[config.mk]
export PLATFORM = sky130hd
export DESIGN_NAME = cmp_operand_serializer
export DESIGN_NICKNAME = d
export VERILOG_FILES = /design/src/rtl/cmp_operand_serializer.sv
export SDC_FILE = /design/constraint.sdc
export NUM_CORES = 1
export LEC_CHECK = 0
export CAP_MARGIN = 20
export CORE_ASPECT_RATIO = 1.5
export CORE_MARGIN = 1
export CORE_UTILIZATION = 30
export CTS_BUF_LIST = sky130_fd_sc_hd__clkbuf_4 sky130_fd_sc_hd__clkbuf_8
export DETAILED_ROUTE_END_ITERATION = 10
export PLACE_DENSITY = 0.58
export SLEW_MARGIN = 20
export SYNTH_ARGS = -nofsm -noshare
export SYNTH_HDL_FRONTEND = slang
export SYNTH_SLANG_ARGS = --single-unit
[constraint.sdc]
create_clock -name clk -period 6.55 [get_ports clk]
set_clock_uncertainty 0.05 [all_clocks]
set_input_delay 1.31 -clock clk [delete_from_list [all_inputs] [get_ports clk]]
set_output_delay 1.31 -clock clk [all_outputs]
set_load 0.05 [all_outputs]
[src/rtl/cmp_operand_serializer.sv]
// Feeds a bit-serial unsigned comparator: captures A/B on start, presents them MSB-first.
// Latency: WIDTH+2 cycles from accept to done. With CMP_SER_EARLY_EXIT_EN it is 2 + the first differing bit position.
// No backpressure: start is only accepted in IDLE or DONE and is ignored while busy.
module cmp_operand_serializer #(
    parameter  int WIDTH = 32,
    localparam int CNT_W = $clog2(WIDTH)
) (
    input  logic             clk,
    input  logic             rst,
    input  logic             start,
    input  logic [WIDTH-1:0] a_in,
    input  logic [WIDTH-1:0] b_in,
    output logic             busy,
    output logic             a_bit,
    output logic             b_bit,
    output logic             cmp_hold,
    output logic             cmp_clr,
    output logic             done,
    output logic [CNT_W-1:0] bit_cnt
);
    localparam logic [CNT_W-1:0] CNT_MAX = CNT_W'(WIDTH - 1);

    typedef enum logic [1:0] {IDLE, CLEAR, SHIFT, DONE} state_t;

    state_t           state;
    logic [WIDTH-1:0] a_sh;
    logic [WIDTH-1:0] b_sh;
    logic             accept;
    logic             early_exit;

    // DONE also accepts start so back-to-back compares need no IDLE gap
    assign accept = start && ((state == IDLE) || (state == DONE));

`ifdef CMP_SER_EARLY_EXIT_EN
    // the comparator locks on its first differing bit, so the rest is redundant
    assign early_exit = a_bit ^ b_bit;
`else
    assign early_exit = 1'b0;
`endif

    always_ff @(posedge clk or posedge rst) begin
        if (rst) begin
            state    <= IDLE;
            a_sh     <= '0;
            b_sh     <= '0;
            busy     <= 1'b0;
            a_bit    <= 1'b0;
            b_bit    <= 1'b0;
            cmp_hold <= 1'b1;
            cmp_clr  <= 1'b0;
            done     <= 1'b0;
            bit_cnt  <= '0;
        end else if (accept) begin
            a_sh     <= a_in;
            b_sh     <= b_in;
            bit_cnt  <= CNT_MAX;
            busy     <= 1'b1;
            cmp_clr  <= 1'b1;
            cmp_hold <= 1'b1;
            done     <= 1'b0;
            state    <= CLEAR;
        end else begin
            case (state)
                IDLE: begin
                    cmp_hold <= 1'b1;
                end
                CLEAR: begin
                    cmp_clr  <= 1'b0;
                    cmp_hold <= 1'b0;
                    a_bit    <= a_sh[WIDTH-1];
                    b_bit    <= b_sh[WIDTH-1];
                    a_sh     <= {a_sh[WIDTH-2:0], 1'b0};
                    b_sh     <= {b_sh[WIDTH-2:0], 1'b0};
                    state    <= SHIFT;
                end
                SHIFT: begin
                    if ((bit_cnt == '0) || early_exit) begin
                        cmp_hold <= 1'b1;
                        done     <= 1'b1;
                        state    <= DONE;
                    end else begin
                        a_bit   <= a_sh[WIDTH-1];
                        b_bit   <= b_sh[WIDTH-1];
                        a_sh    <= {a_sh[WIDTH-2:0], 1'b0};
                        b_sh    <= {b_sh[WIDTH-2:0], 1'b0};
                        bit_cnt <= bit_cnt - CNT_W'(1);
                    end
                end
                DONE: begin
                    done  <= 1'b0;
                    busy  <= 1'b0;
                    state <= IDLE;
                end
                default: state <= IDLE;
            endcase
        end
    end
endmodule

Word level (Yosys, flattened, before mapping)
Index checks and enable logic that the tools add are counted.
{"block": "classes", "add_sub_neg": 1, "n_mul": 0, "n_div": 0, "magnitude_cmp": 0, "n_eq_ne": 7, "shifts": 0, "n_mux": 25, "n_bitwise": 1, "n_reduce_logical": 18}
{"op": "$mux W32", "n": 4}
{"op": "$pmux W32 S2", "n": 2}
{"op": "$mux W5", "n": 3}
{"op": "$reduce_and A2 Y1", "n": 5}
{"op": "$mux W1", "n": 9}
{"op": "$reduce_bool A2 Y1", "n": 4}
{"op": "$reduce_bool A4 Y1", "n": 2}
{"op": "$ne A3 B3 Y1 const B", "n": 2}
{"op": "$pmux W1 S2", "n": 3}
{"op": "$pmux W2 S3", "n": 1}
{"op": "$reduce_bool A3 Y1", "n": 2}
{"op": "$logic_not A5 Y1", "n": 1}
{"op": "$sub A5 B1 Y5 const B", "n": 1}
{"op": "$eq A2 B2 Y1 const B", "n": 2}
{"op": "$mux W2", "n": 2}
{"op": "$ne A2 B2 Y1 const B", "n": 2}
{"op": "$pmux W1 S3", "n": 1}
{"op": "$reduce_and A3 Y1", "n": 1}
{"op": "$eq A2 B1 Y1 const B", "n": 1}
{"op": "$logic_not A2 Y1", "n": 1}
{"op": "$logic_and A1 B1 Y1", "n": 1}
{"op": "$logic_or A1 B1 Y1", "n": 1}
{"op": "$not A1 Y1", "n": 1}
{"block": "totals", "register_bits": 77, "latch_bits": 0, "ram_bits": 0, "mem_bits_ro": 0, "inputBits": 67, "output_inout_bits": 11, "word_cells": 62, "mem_count": 0}

Depth between registers and ports, before layout
{"block": "logic_depth", "ltp_word": 5, "ltp_mapped": 9, "depth_no_buf": 6}

Least setup slack after synthesis
Ideal clock, no wire load.
{"block": "synth_timing", "kind": "input-to-reg", "from": "input port start", "to": "register a_sh[10]", "setup_time_ns": 0.125, "t_arrival_ns": 2.486, "required_time_ns": 6.375, "path_slack_ns": 3.890, "cell_stages": 6, "n_path_buf": 2, "path_cell_list": "nand2b_1 > clkbuf_1 > nand2_1 > o21ai_4 > buf_6 > mux2_2"}
{"block": "synth_between", "elab_chain_len": 3, "word_cells_on_any_way": 5}
{"item": "start: declaration", "line_no": "10", "rtl": "input logic start,"}
{"item": "$logic_and A1 B1 Y1 (*)", "line_no": "32", "rtl": "assign accept = start && ((state == IDLE) || (state == DONE));"}
{"item": "$ne A3 B3 Y1 (no source line) or $reduce_bool A3 Y1 (tied branches)"}
{"item": "$reduce_and A2 Y1 (no source line)"}
{"item": "end signal: assignment", "line_no": "54", "rtl": "a_sh <= a_in;"}
{"item": "end signal: assignment", "line_no": "72", "rtl": "a_sh <= {a_sh[WIDTH-2:0], 1'b0};"}
{"item": "end signal: assignment", "line_no": "84", "rtl": "a_sh <= {a_sh[WIDTH-2:0], 1'b0};"}
{"item": "end: declaration", "line_no": "26", "rtl": "logic [WIDTH-1:0] a_sh;"}
Mark *: on every way between the ends. The rest lies on a longest branch, timed or not.
A chain may end at the register's enable or synchronous reset.

Worst setup path in the final report
{"block": "layout_timing", "from": "input port start", "to": "register b_sh[13]"}
{"block": "layout_between", "elab_chain_len": 3, "word_cells_on_any_way": 5}
{"item": "$logic_and A1 B1 Y1 (*)", "line_no": "32"}
{"item": "$ne A3 B3 Y1 (no source line) or $reduce_bool A3 Y1 (tied branches)"}
{"item": "$reduce_and A2 Y1 (no source line)"}
{"item": "end signal: assignment", "line_no": "55", "rtl": "b_sh <= b_in;"}
{"item": "end signal: assignment", "line_no": "73", "rtl": "b_sh <= {b_sh[WIDTH-2:0], 1'b0};"}
{"item": "end signal: assignment", "line_no": "85", "rtl": "b_sh <= {b_sh[WIDTH-2:0], 1'b0};"}
{"item": "end: declaration", "line_no": "27", "rtl": "logic [WIDTH-1:0] b_sh;"}
Marks and branches as above.

==> reports/qor.csv <==
stage;metric;value;unit
clock_network;clock sink total;77;
placed_design;dpl hpwl;5590;microns
placed_design;pre-CTS WS;2.36;ns
logic_synthesis;commonest cells in the netlist;196 x nand2_1, 76 x dfrtp_1, 64 x mux2_2, 13 x clkbuf_1, 8 x inv_1;
global_route;GR Util All Layers;13.0;%
power;leak pwr;0.00240;uW
clock_network;CTS Root Cell;clkbuf_8;
drt;Routed WL;8130;microns
layout;synth-to-layout area growth;28.9;%
sta;f_max;0.262;GHz
power;PD cells;479;mW/mm^2
drt;DR vias/cell;4.46;
drt;drt first pass iters;4;
layout;antenna diode instance count;0;
floorplanning;# IOs;78;
clock_network;CTS tree;done;
sta;Max transition margin;40.5;%
critical_path;Startpoint Class;input pin;
floorplanning;core area;0.0125;sq mm
floorplanning;die width;94.6;microns
logic_synthesis;sequential share of the synthesized area;50.0;%
critical_path;Worst setup EP type;flip-flop;
global_route;grt ovf;0;
critical_path;flop-to-flop setup slack;3.18;ns
clock_network;CTS resizes;0;
floorplanning;Rows;50;
clock_network;CTS H-tree depth;3;
sta;RSZ-0062 raised after global routing;no;
floorplanning;die footprint;0.0133;sq mm
layout;share of cells above drive strength 1;19.2;%
critical_path;crit path DAT;4.00;ns
logic_synthesis;cell count after synthesis;407;
min_path;HP Class;flip-flop to flip-flop;
sta;Worst Max-Slew Pin Slew;0.889;ns
logic_synthesis;top_reg_cell synth;dfrtp_1;
placed_design;RePlAce Congestion;0.727;
sta;Fin. Hold Viols;0;
sta;worst setup margin;2.73;ns
drt;drt wl/cell;12.7;microns
layout;nets;553;
sta;Fin Setup TNS;0;ns
floorplanning;initial core utilization;30.8;%
critical_path;Slowest cell on crit path;buf_4;
layout;Reg area;0.00193;sq mm
power;worst IR drop on VDD;0.153;mV
drt;antenna viol nets, final;0;
logic_synthesis;warnings from Yosys;0;
placed_design;# port buffers;77;
layout;area of the multi-input gates;0.00178;sq mm
logic_synthesis;ys async rst share;100;%
logic_synthesis;synth top area cells;dfrtp_1 49%, nand2_1 19%, mux2_2 19%, ha_1 2.3%, buf_6 1.8%;
critical_path;Max stage delay on crit path;0.57;ns
drt;DR iter-0 viols;105;
logic_synthesis;Mean Syn Cell Area;9.47;sq um
logic_synthesis;post-synth cell types;28;
floorplanning;DIE HEIGHT;141;microns
critical_path;worst-path cell chain;clkdlybuf4s50_1 -> nand2b_2 -> buf_4 -> nand2_1 -> o21ai_4 -> buf_4 -> mux2_2;
logic_synthesis;most common cell in the netlist;nand2_1;
global_route;antenna violations before repair;0;
outcome;outcome;complete, no violations;
sta;Final period util;58.3;%
clock_network;Hold-fix buffers, CTS;0;
logic_synthesis;Synth Register Bits;77;
drt;drt drc;0;
logic_synthesis;cell taking the most area after synthesis;dfrtp_1;
critical_path;peak fanout along the critical path;70;
sta;fin crit period;3.82;ns
global_route;first-pass GRT wire length;13400;microns
clock_network;clock slew at reported path FFs;0.08;ns
critical_path;CP top delay family;buffers and inverters;
critical_path;Buffers & Inverters on Critical Path;3;
global_route;vias in the first global route;2885;
logic_synthesis;share of the synthesized area in the top cell type;49.3;%
drt;vias after detailed routing;2857;
logic_synthesis;Post-Synthesis Cell Area;0.00385;sq mm
sta;fin. max-slew vios;0;
run;Max-Cap Viols;0;
global_route;largest net degree at the start of global routing;78;
clock_network;setup repair bufs after CTS;0;
sta;final setup vio count;0;
logic_synthesis;syn_nets;481;
critical_path;Crit Path Category;input pin to flip-flop;
clock_network;CTS buffer count;9;
layout;filler cell count;1294;
critical_path;required time of the critical path;6.73;ns
critical_path;Crit path top cell by count;buf_4;
clock_network;clock tree buffer depth;2;
clock_network;Worst-Skew Late Latency;0.35;ns
logic_synthesis;EDFF count, synth;0;
[tightest hold or removal path: cells and delay by family, from the launching register on]
kind	cells	cell delay (ns)
buffers and inverters	1	0.04
multiplexers	1	0.06
flip-flops	1	0.38
[layer usage]
layer | share of wire, % | wire, microns | global-route usage, %
met5 | 0 | 0 | 0
met4 | 1.4 | 114 | 5.50
met3 | 3.3 | 272 | 2.59
met2 | 50 | 4030 | 21.7
met1 | 46 | 3720 | 16.2
[where the power goes]
group	internal [uW]	total, uW	switching, uW
combinational	593	1210	619
sequential	705	813	108
clock	192	354	162
total	1490	2380	889
[cells by family (layout without fill, tap and decap cells)]
kind of cell | Yosys count | in the layout | synth area share [%]
AND/OR/NAND/NOR | 207 | 207 | 21.0
flip-flops | 77 | 77 | 50.0
multiplexers | 65 | 65 | 19.0
buffers and inverters | 30 | 107 | 4.12
AO/OA/AOI/OAI | 20 | 20 | 3.41
adder cells (fa/ha/maj) | 7 | 7 | 2.27
XOR/XNOR | 1 | 1 | 0.227
[layout by cell type, fill, tap and decap left out, types with 3 or more instances in the layout]
master	count
dfrtp_1	76
clkbuf_8	13
buf_4	5
clkdlybuf4s50_1	77
ha_1	7
o21ai_0	7
clkbuf_4	3
mux2_2	64
o31ai_1	3
a21oi_1	5
nor2_1	4
nand2_1	196
inv_1	7
[state kept, by name, summed over array words and instances (netlist names)]
name and flops:
a_sh 32, b_sh 32, bit_cnt 5, state 2
a_bit 1, b_bit 1, busy 1, cmp_clr 1
cmp_hold 1, done 1
[stage by stage]
| stage | power [uW] | cells | cell area [sq um] | hold slack [ns] | util, % |
|---|---|---|---|---|---|
| after floorplan | 1820 | 407 | 3850 | 0.424 | - |
| after CTS | 2420 | 639 | 4940 | 0.434 | 39.5 |
| final | 2380 | 640 | 4970 | 0.430 | 39.7 |
| after detailed placement | 2050 | 623 | 4740 | 0.422 | 37.9 |
| after global routing | 2590 | 640 | 4970 | 0.462 | 39.7 |
| after global placement | 2010 | 623 | 4740 | 0.421 | 37.9 |
[path summary, 6_finish.rpt]
path                                from       end  depth (start not counted)
worst max-delay path               start  b_sh[13]                          7
worst min-delay path            cmp_hold  cmp_hold                          2
worst max register to register  state[0]  b_sh[13]                          8
worst min register to register  cmp_hold  cmp_hold                          2
max in group asynchronous            rst  cmp_hold                          4
min in group asynchronous            rst  a_sh[19]                          3
[cell type report]
cell class                 instances  area share, %
clock buffer                      16           4.05
timing repair buffer              83           16.8
multi-input combinational        300           35.8
sequential                        77           38.8
inverter                           8          0.629
tap                              156           3.93
No activity file was read; power rests on OpenSTA's default activity.
